**src/rtl/uart_sched_pkg.sv**
```systemverilog
// uart_sched_pkg: shared response bytes and FSM state types for the UART command scheduler
package uart_sched_pkg;
  localparam logic [7:0] ACK_BYTE_D = 8'hA5;
  localparam logic [7:0] NAK_BYTE_D = 8'h5A;
  typedef enum logic {IN_IDLE, IN_CLR} in_state_t;
  typedef enum logic {TX_IDLE, TX_BUSY} tx_state_t;
endpackage

```
**src/rtl/cmd_fifo.sv**
```systemverilog
// cmd_fifo: synchronous FIFO with combinational head, zero while empty
module cmd_fifo #(
  parameter int DEPTH = 4,
  parameter int WIDTH = 16,
  localparam int AW = $clog2(DEPTH)
) (
  input  logic             clk,
  input  logic             rst_n,
  input  logic             push,
  input  logic             pop,
  input  logic [WIDTH-1:0] din,
  output logic             full,
  output logic             empty,
  output logic [AW:0]      count,
  output logic [WIDTH-1:0] head
);
  logic [WIDTH-1:0] mem [DEPTH];
  logic [AW-1:0] wr_ptr, rd_ptr;
  logic do_push, do_pop;
  always_comb begin
    empty   = count == '0;
    full    = count == (AW+1)'(DEPTH);
    do_pop  = pop & ~empty;
    do_push = push & (~full | do_pop);
    head    = empty ? '0 : mem[rd_ptr];
  end
  always_ff @(posedge clk or negedge rst_n)
    if (!rst_n) begin
      wr_ptr <= '0;
      rd_ptr <= '0;
      count  <= '0;
    end else begin
      if (do_push) wr_ptr <= wr_ptr + AW'(1);
      if (do_pop) rd_ptr <= rd_ptr + AW'(1);
      count <= count + (AW+1)'(do_push) - (AW+1)'(do_pop);
    end
  always_ff @(posedge clk)
    if (do_push) mem[wr_ptr] <= din;
endmodule

```
**src/rtl/uart_cmd_scheduler.sv**
```systemverilog
// uart_cmd_scheduler: queues UART cmds for the consumer and arbitrates ACK/NAK bytes onto the transmitter
module uart_cmd_scheduler
  import uart_sched_pkg::*;
#(
  parameter int DEPTH = 4,
  parameter logic [7:0] ACK_BYTE = ACK_BYTE_D,
  parameter logic [7:0] NAK_BYTE = NAK_BYTE_D
) (
  input  logic        clk,
  input  logic        rst_n,
  input  logic [15:0] cmd_in,
  input  logic        cmd_rdy,
  output logic        clr_cmd_rdy,
  output logic [15:0] cmd_out,
  output logic        cmd_vld,
  input  logic        cmd_ack,
  input  logic        done,
  output logic        trmt,
  output logic [7:0]  resp,
  input  logic        tx_done,
  output logic        ack_lost
);
  localparam int AW = $clog2(DEPTH);
  in_state_t in_state, in_next;
  tx_state_t tx_state, tx_next;
  logic take, push, drop, pop, full, empty;
  logic [AW:0] count;
  logic [2:0] ack_cnt;
  logic nak_pend, nak_go, ack_go, ack_inc;
  cmd_fifo #(.DEPTH(DEPTH), .WIDTH(16)) u_fifo (
    .clk(clk), .rst_n(rst_n), .push(push), .pop(pop), .din(cmd_in),
    .full(full), .empty(empty), .count(count), .head(cmd_out)
  );
  always_comb begin
    take        = (in_state == IN_IDLE) & cmd_rdy;
    in_next     = take ? IN_CLR : IN_IDLE;
    clr_cmd_rdy = in_state == IN_CLR;
    cmd_vld     = count != '0;
    pop         = cmd_ack & ~empty;
    push        = take & (~full | pop);
    drop        = take & ~push;
  end
  // A drop or done seen while idle launches directly, giving one clock to trmt
  always_comb begin
    nak_go  = (tx_state == TX_IDLE) & (nak_pend | drop);
    ack_go  = (tx_state == TX_IDLE) & ~nak_go & ((ack_cnt != '0) | done);
    ack_inc = done & ((ack_cnt != 3'd7) | ack_go);
    tx_next = (nak_go | ack_go) ? TX_BUSY :
              ((tx_state == TX_BUSY) & tx_done) ? TX_IDLE : tx_state;
  end
  always_ff @(posedge clk or negedge rst_n)
    if (!rst_n) begin
      in_state <= IN_IDLE;
      tx_state <= TX_IDLE;
      ack_cnt  <= '0;
      nak_pend <= 1'b0;
      ack_lost <= 1'b0;
      trmt     <= 1'b0;
      resp     <= '0;
    end else begin
      in_state <= in_next;
      tx_state <= tx_next;
      ack_cnt  <= ack_cnt + 3'(ack_inc) - 3'(ack_go);
      nak_pend <= (nak_pend | drop) & ~nak_go;
      ack_lost <= ack_lost | (done & ~ack_inc);
      trmt     <= nak_go | ack_go;
      if (nak_go) resp <= NAK_BYTE;
      else if (ack_go) resp <= ACK_BYTE;
    end
endmodule

```
**config.mk**
```make
export PLATFORM = sky130hd
export DESIGN_NAME = uart_cmd_scheduler
export DESIGN_NICKNAME = d
export VERILOG_FILES = /design/src/rtl/uart_sched_pkg.sv /design/src/rtl/cmd_fifo.sv /design/src/rtl/uart_cmd_scheduler.sv
export SDC_FILE = /design/constraint.sdc
export NUM_CORES = 1
export LEC_CHECK = 0
export CAP_MARGIN = 20
export CORE_MARGIN = 1.5
export CORE_UTILIZATION = 48
export DETAILED_ROUTE_END_ITERATION = 7
export PLACE_DENSITY = 0.84
export SYNTH_ARGS = -nofsm -noshare
export SYNTH_HDL_FRONTEND = slang
export SYNTH_SLANG_ARGS = --single-unit
export TNS_END_PERCENT = 30
```
**constraint.sdc**
```tcl
create_clock -name clk -period 2.6 [get_ports clk]
set_clock_uncertainty 0.15 [all_clocks]
set_input_delay 0.52 -clock clk [delete_from_list [all_inputs] [get_ports clk]]
set_output_delay 0.52 -clock clk [all_outputs]
set_load 0.01 [all_outputs]
```
**Word-level counts from Yosys, hierarchy flattened**

Memories as Yosys holds them, arrays and structs flattened.
Index checks and enable logic that the tools add are counted.

- Memories kept: 1
- Output and inout port bits: 28
- Register bits: 23
- Input bits: 22
- Logic and storage cells: 59
- Bits in writable memories: 64

Memory list:

| memory | words | width | read ports | clocked after Yosys merged registers in | write ports | RTL line | source |
|---|---|---|---|---|---|---|---|
| u_fifo.mem | 4 | 16 | 1 | 0 | 1 | cmd_fifo.sv:17 | `logic [WIDTH-1:0] mem [DEPTH];` |

- Multiplexer cells: 8
- Reduce and logical (&&, ||, !) cells: 5
- Bitwise gates (word level): 27
- Equal/unequal tests: 2
- Add/subtract/negate cells: 6

Operators by type and width:

| operator | count |
|---|---|
| 2-to-1 mux 16 bit | 1 |
| 2-to-1 mux 8 bit | 2 |
| AND 1 bit | 13 |
| inverter 1 bit | 7 |
| bitwise OR 1 bit | 7 |
| adder 3 x 1 -> 3 bit | 2 |
| nonzero test 3 bit | 2 |
| subtractor 3 x 1 -> 3 bit | 2 |
| 2-to-1 mux 1 bit | 5 |
| adder 2 x 1 -> 2 bit, second input constant | 2 |
| nonzero test 2 bit | 2 |
| == test 3 bit, second input constant | 1 |
| zero test 3 bit | 1 |
| inequality test 3 bit, second input constant | 1 |

**Longest topological paths before layout**

- Depth after elaboration: 17
- Gate-level depth with buffers: 10
- Gate-level depth less buffers: 9

**By module**

Synthesis repeated with hierarchy kept, for this count alone.

- Cells, all modules: 182
- Area, all modules: 3384.5 sq um

By module, submodules not included:

| module | cells an instance | area an instance (sq um) | instances | sequential area each (sq um) |
|---|---|---|---|---|
| cmd_fifo | 137 | 2847.7 | 1 | 2097.0 |
| uart_cmd_scheduler | 45 | 536.8 | 1 | 250.2 |

**Worst setup path before layout**

No wires, ideal clock.

- Kind: register to register
- Start: register u_fifo.count[1]
- End: register u_fifo.count[2]
- Library setup time: 0.123 ns
- Slack: 0.173 ns
- Cell stages (with the launch flop): 11
- Data arrival time: 2.154 ns
- Data required time: 2.327 ns
- Period minus slack after synthesis: 2.427 ns
- Buffers on the path: 1
- Cells stage by stage: dfrtp_1 > or3_1 > buf_2 > and2_4 > ha_1 > inv_1 > ha_1 > inv_1 > fa_1 > xnor2_1 > xnor2_1

- Longest elaborated chain between the ends: 8
- Elaborated cells between the ends (all ways): 12
- Those cells by class: add/sub (2); eq/ne (1); bitwise (8); reduce/logical (1)

RTL lines:

| element | RTL line | source |
|---|---|---|
| start: declaration | cmd_fifo.sv:14 | `output logic [AW:0] count,` |
| start signal: assignment | cmd_fifo.sv:35 | `count <= count + (AW+1)'(do_push) - (AW+1)'(do_pop);` |
| zero test 3 bit * | cmd_fifo.sv:21 | `empty = count == '0;` |
| inverter 1 bit * | cmd_fifo.sv:23, uart_cmd_scheduler.sv:39 |  |
| AND 1 bit | uart_cmd_scheduler.sv:39 | `pop = cmd_ack & ~empty;` |
| AND 1 bit * | cmd_fifo.sv:23 | `do_pop = pop & ~empty;` |
| net u_fifo.do_pop | cmd_fifo.sv:19 | `logic do_push, do_pop;` |
| bitwise OR 1 bit | cmd_fifo.sv:24 | `do_push = push & (~full \| do_pop);` |
| AND 1 bit | cmd_fifo.sv:24 |  |
| adder 3 x 1 -> 3 bit | cmd_fifo.sv:35 |  |
| subtractor 3 x 1 -> 3 bit * | cmd_fifo.sv:35 |  |

Mark *: on every way through the listed nets, which the timed path passes. The rest lies on a longest branch.
A chain may end at the register's enable or synchronous reset.

**Final worst setup path**

- Start: register u_fifo.rd_ptr[0]
- End: output port cmd_out[5]

- Longest elaborated chain between the ends: 2

RTL lines:

| element | RTL line | source |
|---|---|---|
| start: declaration | cmd_fifo.sv:18 | `logic [AW-1:0] wr_ptr, rd_ptr;` |
| start signal: assignment | cmd_fifo.sv:34 | `if (do_pop) rd_ptr <= rd_ptr + AW'(1);` |
| memory read (4 x 16 bit) | -- |  |
| 2-to-1 mux 16 bit | cmd_fifo.sv:25 | `head = empty ? '0 : mem[rd_ptr];` |
| end: declaration | uart_cmd_scheduler.sv:14 | `output logic [15:0] cmd_out,` |

Every way passes these cells.

==> impl_metrics.yaml <==
status:
  status: "finished with violations"
  violations: "setup timing"
worst_setup_path:
  required_ns: 1.93
  critPathLaunchType: "flip-flop"
  crit_fanout: 7
  path_class: "flip-flop to output pin"
  crit_arrival_ns: 1.96
  r2r_start: "u_fifo.count[1]"
  critPathLaunch: "u_fifo.rd_ptr[0]"
  critical_path.endpoint_type: "output pin"
logic_synthesis:
  yosys.area_share.simple_pct: 6.66
  synthTopCellsByArea: "edfxtp_1 (57%), dfrtp_1 (13%), mux4_1 (6.3%)"
  netlist_area_mm2: 0.00335
  postSynthAreaPerCell_um2: 18.6
  synth_top_family_by_area: "multiplexers"
  synth-warning-count: 0
  synth_seq_cells: 81
  synth_compound_area_share_pct: 1.68
  yosysTopAreaCellShare_pct: 57.4
  synth_adder_area_share_pct: 3.81
  netlist-cell-type-count: 32
  synth_nets: 211
  seq_area_frac_synth_pct: 70.2
  syn_inst: 180
  synth.largest_area_cell: "edfxtp_1"
  synth_xor_area_share_pct: 1.83
  synth.area.mux_share_pct: 12.0
power:
  p_leak_uw: 0.00160
  power.total_uw: 4440
  vdd_drop_max_mv: 0.620
  power_density_mw_per_mm2: 1050
global_routing:
  track_usage_pct: 15.4
  grt_pass1_vias: 1709
  antenna_found_initial: 0
  grt_max_degree: 18
  grt_overflow_total: 0
  grt_pass1_wl_um: 8310
cts:
  clock_latency_ns: 0.33
  cts_made_buffers: 9
  htree_levels: 3
  cts.clk_slew.worst_paths_ns: 0.07
  cts_tree: "yes"
  clockBufferDepth: 2
  cts_root_buffer: "clkbuf_8"
  cts.sinks: 81
layout:
  drive_gt1_share_pct: 18.9
  layout.cells.non_filler: 329
  layout.nets: 275
  final_area_mm2: 0.00424
  area_growth_pct: 26.7
  diodes: 0
timing:
  rsz0062_at_grt: "yes"
  drv_slew: 0
  setup_ws_ns: -0.0293
  hold_viol_final: 0
  fin_crit_ns: 2.63
  fmax_mhz: 380
  finalCritPeriodShare_pct: 101
  relSlewSlack_pct: 48.4
  worst_pin_slew_ns: 0.772
  setup_viol: 3
placed_design:
  dp_slack_ns: -0.160
  io_buffers: 49
  dp_cells: 309
  gp_congestion: 0.701
  hpwl_um: 3550
  place_area_mm2: 0.00399
floorplanning:
  die_y_um: 86.5
  core_mm2: 0.00676
  dieArea_mm2: 0.00748
  ioPinCount: 50
  die_w_um: 86.5
  initial_core_util_pct: 49.5
  rows: 30
detailed_routing:
  ant_nets: 0
  drtIter0Drc: 51
  wl_per_cell_um: 16.0
  vias: 1689
  first_pass_iters: 4
  routed_wl_um: 5280
  drc: 0
  viasPerCell: 5.13
worst_hold_path:
  hold_class: "flip-flop to flip-flop"
  hold_path.startpoint: "clr_cmd_rdy"
job:
  maxCapViolations: 0
-- routing by layer --
layer | global-route usage [%] | part of all wire, % | vias up | wire, um
li1 | - | - | 803 | -
met1 | 18.8 | 42 | 847 | 2230
met2 | 26.2 | 53 | 29 | 2780
met3 | 3.14 | 3.1 | 10 | 164
met4 | 7.48 | 1.9 | 0 | 100
met5 | 0 | 0 | - | 0
-- cells in the final DEF, fill, tap and decap left out, drive strengths merged, types with 3 or more instances in the layout --
cell type,synthesis,layout
xnor2,6,6
ha,7,7
nor2b,3,3
clkinv,0,4
clkdlybuf4s15,0,3
dlygate4sd2,0,9
o21ai,3,3
inv,7,7
nand2,4,4
clkbuf,1,11
clkdlybuf4s50,0,33
mux4,16,16
and2,21,21
dfrtp,17,17
buf,13,18
a21oi,4,4
edfxtp,64,64
-- area by class of cell --
cell class	instances	area, um2
fill	489	2520
timing repair buffer	67	687
clock inverter	7	85.1
multi-input combinational	78	868
inverter	7	26.3
sequential	81	2350
tap	80	100
clock buffer	9	124
-- logic make-up after synthesis --
| family | after synthesis |
|---|---|
| xor gates and xnor gates | 7 |
| AOI/OAI and AO/OA | 9 |
| DFF | 81 |
| and+or+nand+nor | 36 |
| muxes | 17 |
| adders and majority gates | 9 |
| buffers and inverters | 21 |
-- final timing paths --
kind | to | slack (ns) | depth (start not counted)
worst max-delay path | cmd_out[5] | -0.03 | 5
worst min-delay path | clr_cmd_rdy | 0.32 | 1
worst max register to register | u_fifo.count[2] | 0.13 | 9
worst min register to register | clr_cmd_rdy | 0.32 | 1
max in group asynchronous | u_fifo.rd_ptr[0] | 1.28 | 1
min in group asynchronous | u_fifo.count[0] | 0.49 | 1
-- state kept, by name (all words and copies together) (netlist names), 2 cells and up --
| register | flops |
|---|---|
| u_fifo.mem | 64 |
| ack_cnt | 3 |
| u_fifo.count | 3 |
| resp | 2 |
| u_fifo.rd_ptr | 2 |
| u_fifo.wr_ptr | 2 |
-- power by group --
part / leakage, uW / switching (uW) / internal, uW
combinational: 0.000709 / 705 / 989
sequential: 0.000784 / 141 / 1660
clock: 0.000104 / 411 / 531
total: 0.00160 / 1260 / 3180
-- cells in the mapped netlist --
| library cell | instances |
|---|---|
| or3_1 | 1 |
| and2_1 | 20 |
| buf_1 | 1 |
| and3b_1 | 1 |
| o21ai_0 | 3 |
| nand3_1 | 1 |
| ha_1 | 7 |
| inv_1 | 7 |
| mux4_2 | 8 |
| nand2_1 | 4 |
| buf_2 | 4 |
| nor2_1 | 2 |
| edfxtp_1 | 64 |
| dfrtp_1 | 17 |
| or2_1 | 1 |
| mux2i_1 | 1 |
| o22a_1 | 1 |
| xor2_1 | 1 |
| nor4_1 | 1 |
| a21oi_2 | 1 |
| clkbuf_1 | 1 |
| nor4b_2 | 1 |
| buf_6 | 1 |
| mux4_1 | 8 |
| and2_4 | 1 |
| buf_4 | 6 |
| buf_12 | 1 |
| a41oi_1 | 1 |
| xnor2_1 | 6 |
| fa_1 | 2 |
| a21oi_1 | 3 |
| nor2b_1 | 3 |
-- per-stage QoR --
step	setup TNS, ns	util, %	hold slack [ns]
after floorplan	0	-	0.0744
final	-0.0424	62.8	0.316
after CTS	-0.668	62.4	0.320
after detailed placement	-0.203	59.0	0.299
after global placement	-0.0704	59.0	0.303
after global routing	-0.508	62.8	0.345
-- critical path: stages, from the launching register on --
cell,delay [ns]
dfrtp_2,0.38
buf_4,0.12
buf_12,0.12
mux4_1,0.57
and2_1,0.17
dlygate4sd2_1,0.27
-- what timing repair did --
item / 4_1_cts / 5_1_grt
hold buffers: 0 / 0
gates cloned: 1 / 0
setup buffers: 0 / 3
setup endpoints to repair: 16 / 16
resized for setup: 15 / 13
(Power assumes the default switching activity.)
